==> src/rtl/alu_mc_if.sv <==
// Request/response bundle between the register-file read side and the ALU.
interface alu_mc_if #(
    parameter int WIDTH = 4
) ();
    logic             in_valid;
    logic             in_ready;
    logic [4:0]       op_code;
    logic [WIDTH-1:0] a;
    logic [WIDTH-1:0] b;
    logic             out_valid;
    logic [WIDTH-1:0] result;
    logic [WIDTH-1:0] result_hi;
    logic [3:0]       flags;
    logic             err;

    modport master (
        output in_valid, op_code, a, b,
        input  in_ready, out_valid, result, result_hi, flags, err
    );

    modport slave (
        input  in_valid, op_code, a, b,
        output in_ready, out_valid, result, result_hi, flags, err
    );
endinterface

==> src/rtl/alu_mc.sv <==
// Multi-cycle ALU: legacy ASM_* ops, carry-aware arithmetic, shifts/rotates,
// {V,N,Z,C} status register and a WIDTH-cycle shift-add multiplier.
//
// state     | meaning
// S_IDLE    | accepting requests; single-cycle ops complete on the accept edge
// S_MUL_RUN | shift-add iterations in progress, in_ready low
module alu_mc #(
    parameter int WIDTH = 4
) (
    input  logic     clk,
    input  logic     rst_n,
    alu_mc_if.slave  bus
);
    localparam int CW = $clog2(WIDTH + 1);
    localparam int M  = WIDTH - 1;

    localparam logic [0:0] S_IDLE    = 1'b0;
    localparam logic [0:0] S_MUL_RUN = 1'b1;

    localparam logic [3:0] ASM_LDI  = 4'd0,  ASM_CLR  = 4'd1,  ASM_SER = 4'd2,  ASM_MOV  = 4'd3;
    localparam logic [3:0] ASM_ADD  = 4'd4,  ASM_ADDI = 4'd5,  ASM_INC = 4'd6,  ASM_DEC  = 4'd7;
    localparam logic [3:0] ASM_AND  = 4'd8,  ASM_ANDI = 4'd9,  ASM_OR  = 4'd10, ASM_ORI  = 4'd11;
    localparam logic [3:0] ASM_COM  = 4'd12, ASM_EOR  = 4'd13;

    logic [0:0]       state;
    logic [CW-1:0]    cnt;
    logic [WIDTH-1:0] mul_a, acc_hi, acc_lo;
    logic [WIDTH-1:0] result_q, result_hi_q;
    logic [3:0]       flags_q;
    logic             out_valid_q, err_q;

    logic             c_in;
    logic [WIDTH-1:0] add_b, sub_b;
    logic             add_ci, sub_bi;
    logic [WIDTH:0]   sum, diff, mul_sum;
    logic             v_add, v_sub;
    logic [WIDTH-1:0] res, next_hi, next_lo;
    logic             c_new, v_new, legal, is_mul, is_cp;

    assign bus.in_ready  = (state == S_IDLE);
    assign bus.out_valid = out_valid_q;
    assign bus.result    = result_q;
    assign bus.result_hi = result_hi_q;
    assign bus.flags     = flags_q;
    assign bus.err       = err_q;

    assign c_in = flags_q[0];

    // Pick the second adder/subtractor operand and carry-in for the current op.
    always_comb begin
        add_b  = bus.b;
        add_ci = 1'b0;
        sub_b  = bus.b;
        sub_bi = 1'b0;
        if (!bus.op_code[4]) begin
            if (bus.op_code[3:0] == ASM_INC) add_b = WIDTH'(1);
            if (bus.op_code[3:0] == ASM_DEC) sub_b = WIDTH'(1);
        end else begin
            if (bus.op_code[3:0] == 4'd0) add_ci = c_in;
            if (bus.op_code[3:0] == 4'd2) sub_bi = c_in;
        end
    end

    assign sum   = {1'b0, bus.a} + {1'b0, add_b} + (WIDTH + 1)'(add_ci);
    assign diff  = {1'b0, bus.a} - {1'b0, sub_b} - (WIDTH + 1)'(sub_bi);
    assign v_add = (bus.a[M] == add_b[M]) && (sum[M] != bus.a[M]);
    assign v_sub = (bus.a[M] != sub_b[M]) && (diff[M] != bus.a[M]);

    // One shift-add step: conditionally add a into the high half, then shift right.
    assign mul_sum = {1'b0, acc_hi} + (acc_lo[0] ? {1'b0, mul_a} : '0);
    assign next_hi = mul_sum[WIDTH:1];
    assign next_lo = {mul_sum[0], acc_lo[WIDTH-1:1]};

    // Decode the op and form result plus carry/overflow for single-cycle ops.
    always_comb begin
        res    = '0;
        c_new  = c_in;
        v_new  = 1'b0;
        legal  = 1'b1;
        is_mul = 1'b0;
        is_cp  = 1'b0;
        if (!bus.op_code[4]) begin
            case (bus.op_code[3:0])
                ASM_LDI:                   res = bus.b;
                ASM_CLR:                   res = '0;
                ASM_SER:                   res = '1;
                ASM_MOV:                   res = bus.a;
                ASM_ADD, ASM_ADDI, ASM_INC: begin
                    res = sum[WIDTH-1:0]; c_new = sum[WIDTH]; v_new = v_add;
                end
                ASM_DEC: begin
                    res = diff[WIDTH-1:0]; c_new = diff[WIDTH]; v_new = v_sub;
                end
                ASM_AND, ASM_ANDI:         res = bus.a & bus.b;
                ASM_OR, ASM_ORI:           res = bus.a | bus.b;
                ASM_COM:                   res = ~bus.a;
                ASM_EOR:                   res = bus.a ^ bus.b;
                default:                   legal = 1'b0;
            endcase
        end else begin
            case (bus.op_code[3:0])
                4'd0: begin
                    res = sum[WIDTH-1:0]; c_new = sum[WIDTH]; v_new = v_add;
                end
                4'd1, 4'd2: begin
                    res = diff[WIDTH-1:0]; c_new = diff[WIDTH]; v_new = v_sub;
                end
                4'd3: begin
                    res = {bus.a[WIDTH-2:0], 1'b0}; c_new = bus.a[M]; v_new = res[M] ^ c_new;
                end
                4'd4: begin
                    res = {1'b0, bus.a[WIDTH-1:1]}; c_new = bus.a[0]; v_new = res[M] ^ c_new;
                end
                4'd5: begin
                    res = {bus.a[M], bus.a[WIDTH-1:1]}; c_new = bus.a[0]; v_new = res[M] ^ c_new;
                end
                4'd6: begin
                    res = {bus.a[WIDTH-2:0], c_in}; c_new = bus.a[M]; v_new = res[M] ^ c_new;
                end
                4'd7: begin
                    res = {c_in, bus.a[WIDTH-1:1]}; c_new = bus.a[0]; v_new = res[M] ^ c_new;
                end
                4'd8:    is_mul = 1'b1;
                4'd9: begin
                    res = diff[WIDTH-1:0]; c_new = diff[WIDTH]; v_new = v_sub; is_cp = 1'b1;
                end
                default: legal = 1'b0;
            endcase
        end
    end

    // Control FSM, multiplier datapath and registered outputs.
    always_ff @(posedge clk) begin
        if (!rst_n) begin
            state       <= S_IDLE;
            cnt         <= '0;
            mul_a       <= '0;
            acc_hi      <= '0;
            acc_lo      <= '0;
            result_q    <= '0;
            result_hi_q <= '0;
            flags_q     <= '0;
            out_valid_q <= 1'b0;
            err_q       <= 1'b0;
        end else begin
            out_valid_q <= 1'b0;
            case (state)
                S_IDLE: begin
                    if (bus.in_valid) begin
                        if (is_mul) begin
                            state  <= S_MUL_RUN;
                            cnt    <= CW'(WIDTH);
                            mul_a  <= bus.a;
                            acc_hi <= '0;
                            acc_lo <= bus.b;
                        end else begin
                            out_valid_q <= 1'b1;
                            err_q       <= !legal;
                            result_hi_q <= '0;
                            if (!legal) begin
                                result_q <= '0;
                            end else begin
                                if (!is_cp) result_q <= res;
                                flags_q <= {v_new, res[M], (res == '0), c_new};
                            end
                        end
                    end
                end
                S_MUL_RUN: begin
                    acc_hi <= next_hi;
                    acc_lo <= next_lo;
                    cnt    <= cnt - CW'(1);
                    if (cnt == CW'(1)) begin
                        state       <= S_IDLE;
                        out_valid_q <= 1'b1;
                        err_q       <= 1'b0;
                        result_q    <= next_lo;
                        result_hi_q <= next_hi;
                        flags_q     <= {1'b0, next_lo[M], (next_lo == '0), (next_hi != '0)};
                    end
                end
                default: state <= S_IDLE;
            endcase
        end
    end
endmodule

==> src/flat_wrapper.sv <==
// flat-port wrapper written by rule: the top's interface ports become plain ports
module alu_mc_flat 
#(
    parameter int WIDTH = 4
)
  (clk, rst_n, bus_in_valid, bus_op_code, bus_a, bus_b, bus_in_ready, bus_out_valid, bus_result, bus_result_hi, bus_flags, bus_err);
  alu_mc_if #(.WIDTH(WIDTH)) bus_i ();
  input  logic clk;
  input  logic rst_n;
  input wire logic [$bits(bus_i.in_valid)-1:0] bus_in_valid;
  input wire logic [$bits(bus_i.op_code)-1:0] bus_op_code;
  input wire logic [$bits(bus_i.a)-1:0] bus_a;
  input wire logic [$bits(bus_i.b)-1:0] bus_b;
  output wire logic [$bits(bus_i.in_ready)-1:0] bus_in_ready;
  output wire logic [$bits(bus_i.out_valid)-1:0] bus_out_valid;
  output wire logic [$bits(bus_i.result)-1:0] bus_result;
  output wire logic [$bits(bus_i.result_hi)-1:0] bus_result_hi;
  output wire logic [$bits(bus_i.flags)-1:0] bus_flags;
  output wire logic [$bits(bus_i.err)-1:0] bus_err;
  assign bus_i.in_valid = bus_in_valid;
  assign bus_i.op_code = bus_op_code;
  assign bus_i.a = bus_a;
  assign bus_i.b = bus_b;
  assign bus_in_ready = bus_i.in_ready;
  assign bus_out_valid = bus_i.out_valid;
  assign bus_result = bus_i.result;
  assign bus_result_hi = bus_i.result_hi;
  assign bus_flags = bus_i.flags;
  assign bus_err = bus_i.err;
  alu_mc #(.WIDTH(WIDTH)) u_core (.clk(clk), .rst_n(rst_n), .bus(bus_i));
endmodule
==> config.mk <==
export PLATFORM = sky130hd
export DESIGN_NAME = alu_mc_flat
export DESIGN_NICKNAME = d
export VERILOG_FILES = /design/src/rtl/alu_mc_if.sv /design/src/rtl/alu_mc.sv /design/src/flat_wrapper.sv
export SDC_FILE = /design/constraint.sdc
export NUM_CORES = 1
export LEC_CHECK = 0
export CAP_MARGIN = 20
export CORE_MARGIN = 2
export CORE_UTILIZATION = 50
export DETAILED_ROUTE_END_ITERATION = 10
export PLACE_DENSITY = 0.72
export SLEW_MARGIN = 15
export SYNTH_ARGS = -nofsm -noshare
export SYNTH_HDL_FRONTEND = slang
export SYNTH_SLANG_ARGS = --single-unit
==> constraint.sdc <==
create_clock -name clk -period 4 [get_ports clk]
set_clock_uncertainty 0.2 [all_clocks]
set_input_delay 1 -clock clk [delete_from_list [all_inputs] [get_ports clk]]
set_output_delay 1 -clock clk [all_outputs]
set_load 0.1 [all_outputs]
==> out/metrics.csv <==
stage;metric;value;unit
finish;final_layout_size_suffix_gt1_frac;0.202;
floorplan;num_io_pins;31;
clock_tree;clock-sinks;30;
floorplan;num_rows;27;
finish;diodes;0;
finish;regArea;601;um^2
timing;finalCritPeriodShare;0.921;
clock_tree;cts_root_buffer;clkbuf_8;
synthesis;synth_top_area_share;0.214;
global_route;grt_pass1_vias;2636;
pwr;netSwitchingFraction;0.365;
setup_path;crit_arrival;3660;ps
synthesis;syn_area_per_cell;8.06;um^2
routing;ant_nets;0;
floorplan;die-area;6230;um^2
timing;slew_headroom;0.350;
synthesis;synthCells;348;
synthesis;synth-async-reset-ratio;0;
synthesis;yosysWarnings;0;
finish;stdcell_area;3550;um^2
timing;drv_slew;0;
outcome;outcome;finished, final reports clean;
placement;port_buffers;30;
floorplan;fp.dieH;78.9;um
finish;area_growth;26.5;%
floorplan;die_w;78.9;um
setup_path;crit_chain;clkdlybuf4s50_1 -> inv_1 -> o31ai_2 -> fa_2 -> fa_1 -> xor2_1 -> a32o_1 -> a221oi_1 -> nor2_1 -> a21oi_2 -> o211ai_1 -> o211a_1;
clock_tree;clkTransAtPathRegs;70;ps
pwr;leakage;1.56;nW
finish;final_common_cell;buf_4;
global_route;grt_first_pass_wirelength;13100;um
pwr;switchingPower;0.339;mW
global_route;antenna_found_initial;0;
floorplan;start_util;0.513;
setup_path;critPathKind;input port to register;
synthesis;synth_top_flop_cell;dfxtp_1;
finish;stdcell_count;478;
placement;dp_hpwl;6090;um
timing;setup_ws;315;ps
timing;finalHoldViolations;0;
global_route;grt_max_degree;27;
routing;drt-initial-drc-count;260;
routing;drc_errors;0;
synthesis;yosys.area.top_type;dfxtp_1;
timing;setup-tns-final;0;ps
synthesis;yosys.cell_types.count;70;
setup_path;slowest_delay;420;ps
setup_path;setup.worst_path.end_class;register;
timing;tightest_slew;971;ps
global_route;grt_usage;0.264;
clock_tree;clk_latency;280;ps
placement;place_area;3360;um^2
clock_tree;ctsHoldBuffers;0;
synthesis;synthesis.nets;390;
placement;place.gp.congestion;0.959;
synthesis;ys_seq_area_frac;0.214;
finish;layout_common_cells;42 x buf_4, 30 x dfxtp_1, 27 x nand2_1, 24 x a21oi_1, 23 x clkdlybuf4s50_1;
finish;multi_input_area;2080;um^2
synthesis;synth_edf_count;0;
timing;grt_setup_unrepaired;no;
synthesis;netlist_area;2810;um^2
setup_path;cp.required;3980;ps
floorplan;core;5470;um^2
timing;layout_min_cycle_time;3680;ps
pwr;p_int;0.589;mW
pwr;comb_power_share;0.384;
setup_path;startpoint_type;input port;
synthesis;ys_seq_elements;30;
finish;finalNetCount;447;
routing;routed_via_density;6.02;
routing;num_vias;2879;
setup_path;cp_max_fo;3;
pwr;power_density;262;nW/um^2
routing;wl_per_cell;17.0;um
clock_tree;cts-buffers-inserted;5;
setup_path;slowest_stage;clkdlybuf4s50_1;
global_route;overflow;0;
pwr;p_total;0.928;mW
timing;setup_viol;0;
routing;first_pass_iters;5;
routing;wirelength;8120;um
flow_run;cap_violations;0;
placement;place_inst;469;
finish;num-fill-cells;472;
pwr;vdd_drop_max;0.236;mV
synthesis;synth_area_leaders;dfxtp_1 21%, ha_1 9.4%, a21oi_1 4.5%;
clock_tree;cts_tree;built;
pwr;sequentialPowerShare;0.340;
hold_path;hold_class;register to register;
clock_tree;cts_max_path_buffers;2;
pwr;clkPwrFrac;0.275;
clock_tree;cts-htree-levels;2;
timing;clock.fmax;271;MHz
placement;dp_slack;-257;ps
## repair_timing
| item | in CTS | in global routing |
|---|---|---|
| setup endpoints to repair | 0 | 5 |
| gates resized for setup | 0 | 20 |
| setup buffers | 0 | 1 |
## power by group through the flow
stage	combinational, mW	sequential [mW]	clock, mW
floorplan	0.173	0.375	0
global placement	0.333	0.322	0
detailed placement	0.335	0.323	0
CTS	0.337	0.316	0.260
global route	0.381	0.317	0.280
finish	0.357	0.316	0.255
## through the flow
stage | utilization | hold WS, ps
floorplan | - | 248
global placement | 0.615 | 255
detailed placement | 0.615 | 262
CTS | 0.632 | 279
global route | 0.648 | 302
finish | 0.648 | 277
## logic make-up after synthesis
family | count (synthesis) | share of synthesized area
DFF | 30 | 0.214
and+or+nand+nor | 121 | 0.237
AOI/OAI and AO/OA | 109 | 0.277
muxes | 9 | 0.0321
xor gates and xnor gates | 12 | 0.0375
adders and majority gates | 27 | 0.133
buffers and inverters | 40 | 0.0691
## critical path: cells and delay by family
kind            cells  cell delay, ps
compound gates      6            1000
buf+inv             2             580
simple gates        1              80
xor+xnor            1             200
fa+ha+maj           2             810
## metal layers
metal | global-route usage | vias up | share of wire | wire length (um)
met5 | 0 | - | 0 | 0
met4 | 0.0603 | 0 | 0.013 | 106
met3 | 0.0500 | 12 | 0.068 | 549
met2 | 0.405 | 110 | 0.46 | 3700
met1 | 0.386 | 1369 | 0.46 | 3760
li1 | - | 1388 | - | -
## cell usage after synthesis, drive strengths merged, types with 7 or more instances
| cell | n |
|---|---|
| clkbuf | 8 |
| ha | 21 |
| nand2 | 31 |
| nor2 | 21 |
| dfxtp | 30 |
| a31oi | 10 |
| xnor2 | 8 |
| buf | 12 |
| nand3 | 12 |
| mux2i | 9 |
| inv | 20 |
| a21o | 7 |
| nor2b | 17 |
| a21oi | 27 |
| and2 | 12 |
| o21ai | 17 |
## path summary, 6_finish.rpt
| kind | depth (start not counted) | slack [ps] | to | start |
|---|---|---|---|---|
| worst min-delay path | 2 | 280 | u_core.bus.flags[3] | u_core.bus.flags[3] |
| worst max-delay path | 12 | 320 | u_core.bus.result[2] | bus_b[0] |
| worst max register to register | 11 | 950 | u_core.bus.flags[2] | u_core.bus.flags[0] |
| worst min register to register | 2 | 280 | u_core.bus.flags[3] | u_core.bus.flags[3] |
## registers in the layout, indices dropped and copies added (netlist names)
| name | count |
|---|---|
| u_core.bus.out_valid | 1 |
| u_core.cnt | 3 |
| u_core.bus.err | 1 |
| u_core.acc_hi | 4 |
| u_core.mul_a | 4 |
| u_core.bus.result | 4 |
| u_core.bus.flags | 4 |
| u_core.state | 1 |
| u_core.bus.result_hi | 4 |
| u_core.acc_lo | 4 |
## layout make-up
type | count | area share
tap | 72 | 0.0254
clock inverter | 2 | 0.00353
inverter | 20 | 0.0212
timing repair buffer | 70 | 0.171
multi-input combinational | 278 | 0.586
clock buffer | 6 | 0.0233
sequential | 30 | 0.169
Note: power is estimated with default switching activity, not from simulation.
